[src/rtl/random_range_sampler.sv]
`default_nettype none
// ============================================================================
// Module   : random_range_sampler
// Purpose  : Draws a uniformly distributed value in [0, N-1] from a
//            free-running LFSR using masked rejection sampling. After
//            MAX_TRIES rejected candidates the last candidate is folded
//            into range by subtracting N. The result is held on a
//            valid/ready handshake until the consumer takes it.
// Revision : 1.0 - initial release
// ============================================================================
module random_range_sampler #(
    parameter int WIDTH     = 16,
    parameter int MAX_TRIES = 8
) (
    input  logic             clk,
    input  logic             rst,
    input  logic [WIDTH-1:0] lfsr_data,
    input  logic [WIDTH-1:0] range_n,
    input  logic             req,
    output logic             busy,
    output logic             out_valid,
    input  logic             out_ready,
    output logic [WIDTH-1:0] value,
    output logic             fallback
);

    typedef enum logic [1:0] {
        S_IDLE   = 2'd0,
        S_MASK   = 2'd1,
        S_SAMPLE = 2'd2,
        S_HOLD   = 2'd3
    } state_t;

    localparam logic [WIDTH-1:0] c_one      = {{(WIDTH-1){1'b0}}, 1'b1};
    localparam logic [7:0]       c_last_try = 8'(MAX_TRIES - 1);

    state_t           r_state;
    state_t           w_state_next;

    // Range size kept one bit wider so that N = 2^WIDTH is representable.
    logic [WIDTH:0]   r_n_reg;
    logic [WIDTH-1:0] r_mask;
    logic [7:0]       r_tries;
    logic [WIDTH-1:0] r_value;
    logic             r_fallback;

    logic [WIDTH:0]   w_n_latched;
    logic [WIDTH-1:0] w_mask_seed;
    logic [WIDTH-1:0] w_mask_smear;
    logic [WIDTH-1:0] w_cand_raw;
    logic [WIDTH:0]   w_cand;
    logic [WIDTH-1:0] w_fold;
    logic             w_accept;
    logic             w_last_try;

    // range_n == 0 encodes the full 2^WIDTH range.
    assign w_n_latched = (range_n == '0) ? {1'b1, {WIDTH{1'b0}}} : {1'b0, range_n};

    // N-1 fits in WIDTH bits; when N = 2^WIDTH it is simply all ones.
    assign w_mask_seed = r_n_reg[WIDTH] ? {WIDTH{1'b1}} : (r_n_reg[WIDTH-1:0] - c_one);

    assign w_cand_raw  = lfsr_data & r_mask;
    assign w_cand      = {1'b0, w_cand_raw};
    assign w_accept    = (w_cand < r_n_reg);
    assign w_last_try  = (r_tries == c_last_try);

    // The fold is only used when cand >= N, so N < 2^WIDTH there and the
    // WIDTH-bit difference equals the truncated WIDTH+1 bit difference.
    assign w_fold      = w_cand_raw - r_n_reg[WIDTH-1:0];

    assign busy        = (r_state != S_IDLE);
    assign out_valid   = (r_state == S_HOLD);
    assign value       = r_value;
    assign fallback    = r_fallback;

    // Smear the highest set bit of N-1 downward to get the smallest 2^k-1 >= N-1.
    always_comb begin
        w_mask_smear = w_mask_seed;
        for (int i = 0; i < WIDTH; i++) begin
            w_mask_smear = w_mask_smear | (w_mask_smear >> 1);
        end
    end

    // State register.
    always_ff @(posedge clk) begin
        if (rst) begin
            r_state <= S_IDLE;
        end else begin
            r_state <= w_state_next;
        end
    end

    // Next-state logic: sample, retry until accept or retry budget exhausted.
    always_comb begin
        w_state_next = r_state;
        case (r_state)
            S_IDLE:   if (req) w_state_next = S_MASK;
            S_MASK:   w_state_next = S_SAMPLE;
            S_SAMPLE: if (w_accept || w_last_try) w_state_next = S_HOLD;
            S_HOLD:   if (out_ready) w_state_next = S_IDLE;
            default:  w_state_next = S_IDLE;
        endcase
    end

    // Datapath: latch range, build mask, count retries, capture the result.
    always_ff @(posedge clk) begin
        if (rst) begin
            r_n_reg    <= '0;
            r_mask     <= '0;
            r_tries    <= '0;
            r_value    <= '0;
            r_fallback <= 1'b0;
        end else begin
            case (r_state)
                S_IDLE: begin
                    if (req) begin
                        r_n_reg <= w_n_latched;
                    end
                end
                S_MASK: begin
                    r_mask  <= w_mask_smear;
                    r_tries <= '0;
                end
                S_SAMPLE: begin
                    if (w_accept) begin
                        r_value    <= w_cand_raw;
                        r_fallback <= 1'b0;
                    end else if (w_last_try) begin
                        r_value    <= w_fold;
                        r_fallback <= 1'b1;
                    end else begin
                        r_tries <= r_tries + 8'd1;
                    end
                end
                default: ;
            endcase
        end
    end

endmodule
`default_nettype wire

[config.mk]
export PLATFORM = sky130hd
export DESIGN_NAME = random_range_sampler
export DESIGN_NICKNAME = d
export VERILOG_FILES = /design/src/rtl/random_range_sampler.sv
export SDC_FILE = /design/constraint.sdc
export NUM_CORES = 1
export LEC_CHECK = 0
export CAP_MARGIN = 10
export CORE_MARGIN = 2
export CORE_UTILIZATION = 50
export CTS_BUF_LIST = sky130_fd_sc_hd__clkbuf_4 sky130_fd_sc_hd__clkbuf_8 sky130_fd_sc_hd__clkbuf_16
export CTS_CLUSTER_SIZE = 20
export DETAILED_ROUTE_END_ITERATION = 7
export PLACE_DENSITY_LB_ADDON = 0.25
export SYNTH_ARGS = -nofsm -noshare
export SYNTH_HDL_FRONTEND = slang
export SYNTH_SLANG_ARGS = --single-unit
[constraint.sdc]
create_clock -name clk -period 2.9 [get_ports clk]
set_input_delay 0.58 -clock clk [delete_from_list [all_inputs] [get_ports clk]]
set_output_delay 0.58 -clock clk [all_outputs]
set_load 0.02 [all_outputs]
# Yosys cells after proc, flatten, opt, wreduce, memory -nomap -nowiden
# Index checks and enable logic that the tools add are counted.
# totals
elab_cells	59
inputBits	36
reg_bits	60
# classes
n_mux	13
n_lt_le_gt_ge	1
n_reduce_logical	10
bitwise_logic	17
add_sub_neg	3
eq_ne	9
# op_table
op	count
$or A16 B15 Y16	16
$mux W16	3
$lt A16 B17 Y1	1
$mux W17	1
$and A16 B16 Y16	1
$logic_not A16 Y1	1
$mux W8	2
$pmux W8 S2	1
$sub A16 B1 Y16 const B	1
$sub A16 B16 Y16	1
$add A8 B1 Y8 const B	1
$eq A8 B3 Y1 const B	1
$ne A2 B2 Y1 const B	4
$pmux W2 S4	1
$mux W2	3
$reduce_and A3 Y1	2
$reduce_bool A2 Y1	3
$eq A2 B2 Y1 const B	2
$reduce_and A2 Y1	2
$eq A2 B1 Y1 const B	1
$logic_not A2 Y1	1
$mux W1	2
$ne A2 B1 Y1 const B	1
$logic_or A1 B1 Y1	1

# Longest topological paths before layout
# depth
depth_word	18
ltp_mapped	14

# Worst setup path after synthesis
# No wires, ideal clock.
# synth_timing
kind	input to register
start	input port lfsr_data[11]
end	register r_tries[3]
setup_time_ns	0.129
stages	11
arrival_ns	2.923
n_path_buf	2
setup_slack_ns	-0.152
cell_sequence	and2_1 > ha_1 > nand3_1 > or3_1 > a2111o_1 > o2111a_1 > buf_2 > or3_1 > buf_2 > o211ai_1 > o41ai_1
# synth_between
elab_chain_len	4
# synth_rtl
item	line	source
start: declaration	17	input logic [WIDTH-1:0] lfsr_data,
$and A16 B16 Y16	62	assign w_cand_raw = lfsr_data & r_mask;
$lt A16 B17 Y1	64	assign w_accept = (w_cand < r_n_reg);
$ne A2 B2 Y1 (no source line)	-	
$reduce_and A3 Y1 (no source line)	-	
end signal: assignment	132	r_tries <= r_tries + 8'd1;
end: declaration	43	logic [7:0] r_tries;
# Every way passes these cells.
# A chain may end at the register's enable or synchronous reset.

# Worst setup path in the final report
# layout_timing
start	input port lfsr_data[14]
end	register r_value[12] (netlist: value[12])
# layout_between
elab_chain_len	4
elab_cells_between_ends	5
classes_between	order compare: 1; mux: 1; bitwise: 1; reduce/logical: 2
# layout_rtl
item	line	source
$and A16 B16 Y16 (*)	62	
$lt A16 B17 Y1 (*)	64	
$reduce_bool A2 Y1 (no source line)	-	
$reduce_and A2 Y1 (no source line)	-	
end signal: assignment	126	r_value <= w_cand_raw;
end signal: assignment	129	r_value <= w_fold;
end: declaration	44	logic [WIDTH-1:0] r_value;
# Every way passes the cells marked *; elsewhere a longest branch is shown, timed or not.

==> metrics.yaml <==
status: "finished clean"
setup_slack_ns: 0.0815
grt_pass1_wl_um: 18300
antenna_found_initial: 0
dp_hpwl_um: 8710
htree_levels: 3
grt_max_degree: 41
period_minus_slack_ns: 2.82
grt_usage_pct: 26.7
grt_pass1_vias: 4010
critPathLaunchType: "input port"
start_util_pct: 51.0
maxCapViolCount: 0
hold_buffers: 0
p_total_mw: 6.30
fin_nets: 697
routed_wl_um: 11900
die-height_um: 92.3
power.density_nw_per_um2: 1120
detail_route.vias_per_cell: 5.70
syn_area_um2: 3900
whs_ns: 0.471
first_pass_iters: 5
critical_path_class: "in -> reg"
pre_cts_ws_ns: -0.394
critPathRequiredTime_ns: 3.17
hold_path.class: "reg -> reg"
r2r_start: "r_n_reg[2]$_SDFFE_PP0P_"
cts_tree: "built"
nFillCells: 619
p_leak_nw: 2.34
finClkSkew_ns: 0.0101
diodes: 0
synth_cell_types: 57
postSynthAreaPerCell_um2: 7.71
gp_congestion: 0.937
drcViolationCount: 0
worstSetupStartpoint: "lfsr_data[14]"
holdCritStartpoint: "r_n_reg[9]$_SDFFE_PP0P_"
worst_path_max_delay_cell: "clkdlybuf4s50_1"
synth_edf_count: 0
syn_inst: 506
fin_util_pct: 73.2
fmax_mhz: 355
ys.flop_type: "dfxtp_1"
worstPathCellList: "clkdlybuf4s50_1 -> and2_1 -> ha_1 -> buf_4 -> a21o_1 -> a21oi_1 -> o2111a_2 -> o31a_1 -> buf_12 -> nand3_1 -> o221ai_1"
worstSkewPairLatency_ns: 0.34
ir_worst_vdd_v: 0.000636
endpoint_kind: "flop"
drtIter0Drc: 220
ant_nets: 0
pin_count: 55
worst_slew_pin_slew_ns: 0.748
io_buffers: 54
synth-seq-cells: 60
worstPathMaxFanout: 21
rows: 32
slew_violations: 0
cts.clk_slew.worst_paths_ns: 0.07
core_um2: 7650
final_layout_size_suffix_gt1_share_pct: 24.1
syn2layout_area_growth_pct: 43.5
yosysWarningCount: 0
rsz0062_at_grt: "false"
cts_buffers: 9
seq_area_frac_synth_pct: 30.8
cp_slowest_stage_delay_ns: 0.42
wl_per_cell_um: 16.0
seq_area_um2: 1200
max_slew_margin_pct: 50.1
clkSinkCount: 60
clk_path_buf_depth: 2
critical_path_arrival_ns: 3.09
die_area_um2: 8530
async_reset_ff_share_pct: 0
dr_total_vias: 4244
setup_violations: 0
period_share_pct: 97.2
largest_reg_flops: 17
hold_viol_final: 0
syn_nets: 566
die_w_um: 92.3
critical_path.top_delay_family: "compound AO/OA/AOI/OAI gates"
multi_input_area_um2: 2710
grt_overflow_total: 0
cts-root-buf: "clkbuf_8"
critPathBufInv: 3
-- synthesized netlist by cell type, drive strengths merged, types with 2 or more instances --
library cell | number | area share (%)
o31ai | 7 | 1.3
xor2 | 2 | 0.45
or2 | 4 | 0.64
and2 | 16 | 2.6
nor2b | 3 | 0.48
a211oi | 11 | 2.1
clkbuf | 15 | 1.4
a311oi | 2 | 0.45
a21o | 6 | 1.2
buf | 9 | 1.3
xnor2 | 20 | 4.5
o31a | 2 | 0.45
nor4 | 9 | 1.6
nand2 | 37 | 3.6
dfxtp | 60 | 31
nand3 | 26 | 3.3
or4 | 4 | 0.87
a31oi | 3 | 0.48
a22oi | 13 | 2.5
nor4b | 2 | 0.45
a21oi | 49 | 6.4
o211ai | 4 | 0.77
o21a | 6 | 1.2
ha | 23 | 7.4
inv | 26 | 2.5
nor2 | 49 | 4.7
a31o | 2 | 0.45
and3 | 8 | 1.3
nand4 | 12 | 1.9
nor3 | 28 | 4.0
nand2b | 4 | 0.64
or3 | 3 | 0.48
o21ai | 25 | 3.2
-- timing repair --
action / 4_1_cts / 5_1_grt
buffers inserted: 0 / 6
gates resized for setup: 1 / 43
pin swaps: 0 / 12
setup endpoints to repair: 5 / 24
gates cloned: 0 / 3
-- stage by stage --
stage	area [um2]	setup TNS, ns	std cells
after floorplan	3970	0	506
after global placement	5150	-7.40	719
after detailed placement	5150	-8.91	719
after CTS	5320	0	735
after global routing	5600	0	744
final	5600	0	744
-- area by class of cell --
type,instances,area share [%]
clock buffers,11,2.59
clock inverters,5,0.492
inverters,26,1.74
multi-input cells,396,48.3
flip-flops and latches,60,21.4
well taps,102,2.28
repair buffers,144,23.1
-- placed cells by master (no fill, tap or decap), types with 3 or more instances in the layout --
master            n
buf_4            85
dfxtp_1          60
nor2_1           49
a21oi_1          46
clkdlybuf4s50_1  45
nand2_1          35
inv_1            25
nor3_1           25
nand3_1          25
o21ai_0          22
xnor2_1          20
ha_1             14
a22oi_1          13
nand4_1          12
a211oi_1         10
clkbuf_8         10
dlymetal6s2s_1    9
and2_4            8
and2_1            8
ha_4              8
nor4_1            7
and3_1            7
a21o_1            6
o21a_1            6
o31ai_1           5
nand2b_1          4
o211ai_1          4
clkinv_2          4
nor3_2            3
or4_1             3
a21oi_2           3
a31oi_1           3
or2_2             3
o21ai_1           3
-- routing by layer --
| metal | vias to the layer above | part of all wire (%) | wire (um) | track usage (%) |
|---|---|---|---|---|
| met5 | - | 0 | 0 | 0 |
| met4 | 0 | 1.8 | 218 | 8.96 |
| met3 | 20 | 5.1 | 606 | 5.04 |
| met2 | 148 | 49 | 5860 | 45.1 |
| met1 | 1971 | 44 | 5260 | 34.2 |
| li1 | 2105 | - | - | - |
-- kinds of logic (layout without fill, tap and decap cells) --
kind of cell / after synthesis / in the layout / synth area share (%)
fa+ha+maj: 24 / 24 / 7.89
compound gates: 141 / 141 / 23.3
xor+xnor: 22 / 22 / 4.94
buf+inv: 50 / 186 / 5.23
flops: 60 / 60 / 30.8
simple gates: 209 / 209 / 27.8
-- power breakdown --
group / internal, mW / switching [mW] / total [mW]
registers: 1.06 / 0.198 / 1.26
logic: 2.16 / 2.20 / 4.36
clock network: 0.337 / 0.341 / 0.678
-- worst min-delay path, cell delays in order (launching register included) --
cell	delay [ns]
dfxtp_1	0.32
nand2_1	0.06
a21oi_1	0.05
-- worst paths after layout --
check / end / slack, ns / cells after the start
setup / recovery: value[12]$_SDFFE_PP0P_ / 0.08 / 11
hold / removal: r_n_reg[9]$_SDFFE_PP0P_ / 0.47 / 2
setup reg to reg: value[14]$_SDFFE_PP0P_ / 0.13 / 11
hold reg to reg: r_n_reg[9]$_SDFFE_PP0P_ / 0.47 / 2
No activity file was read; power rests on OpenSTA's default activity.
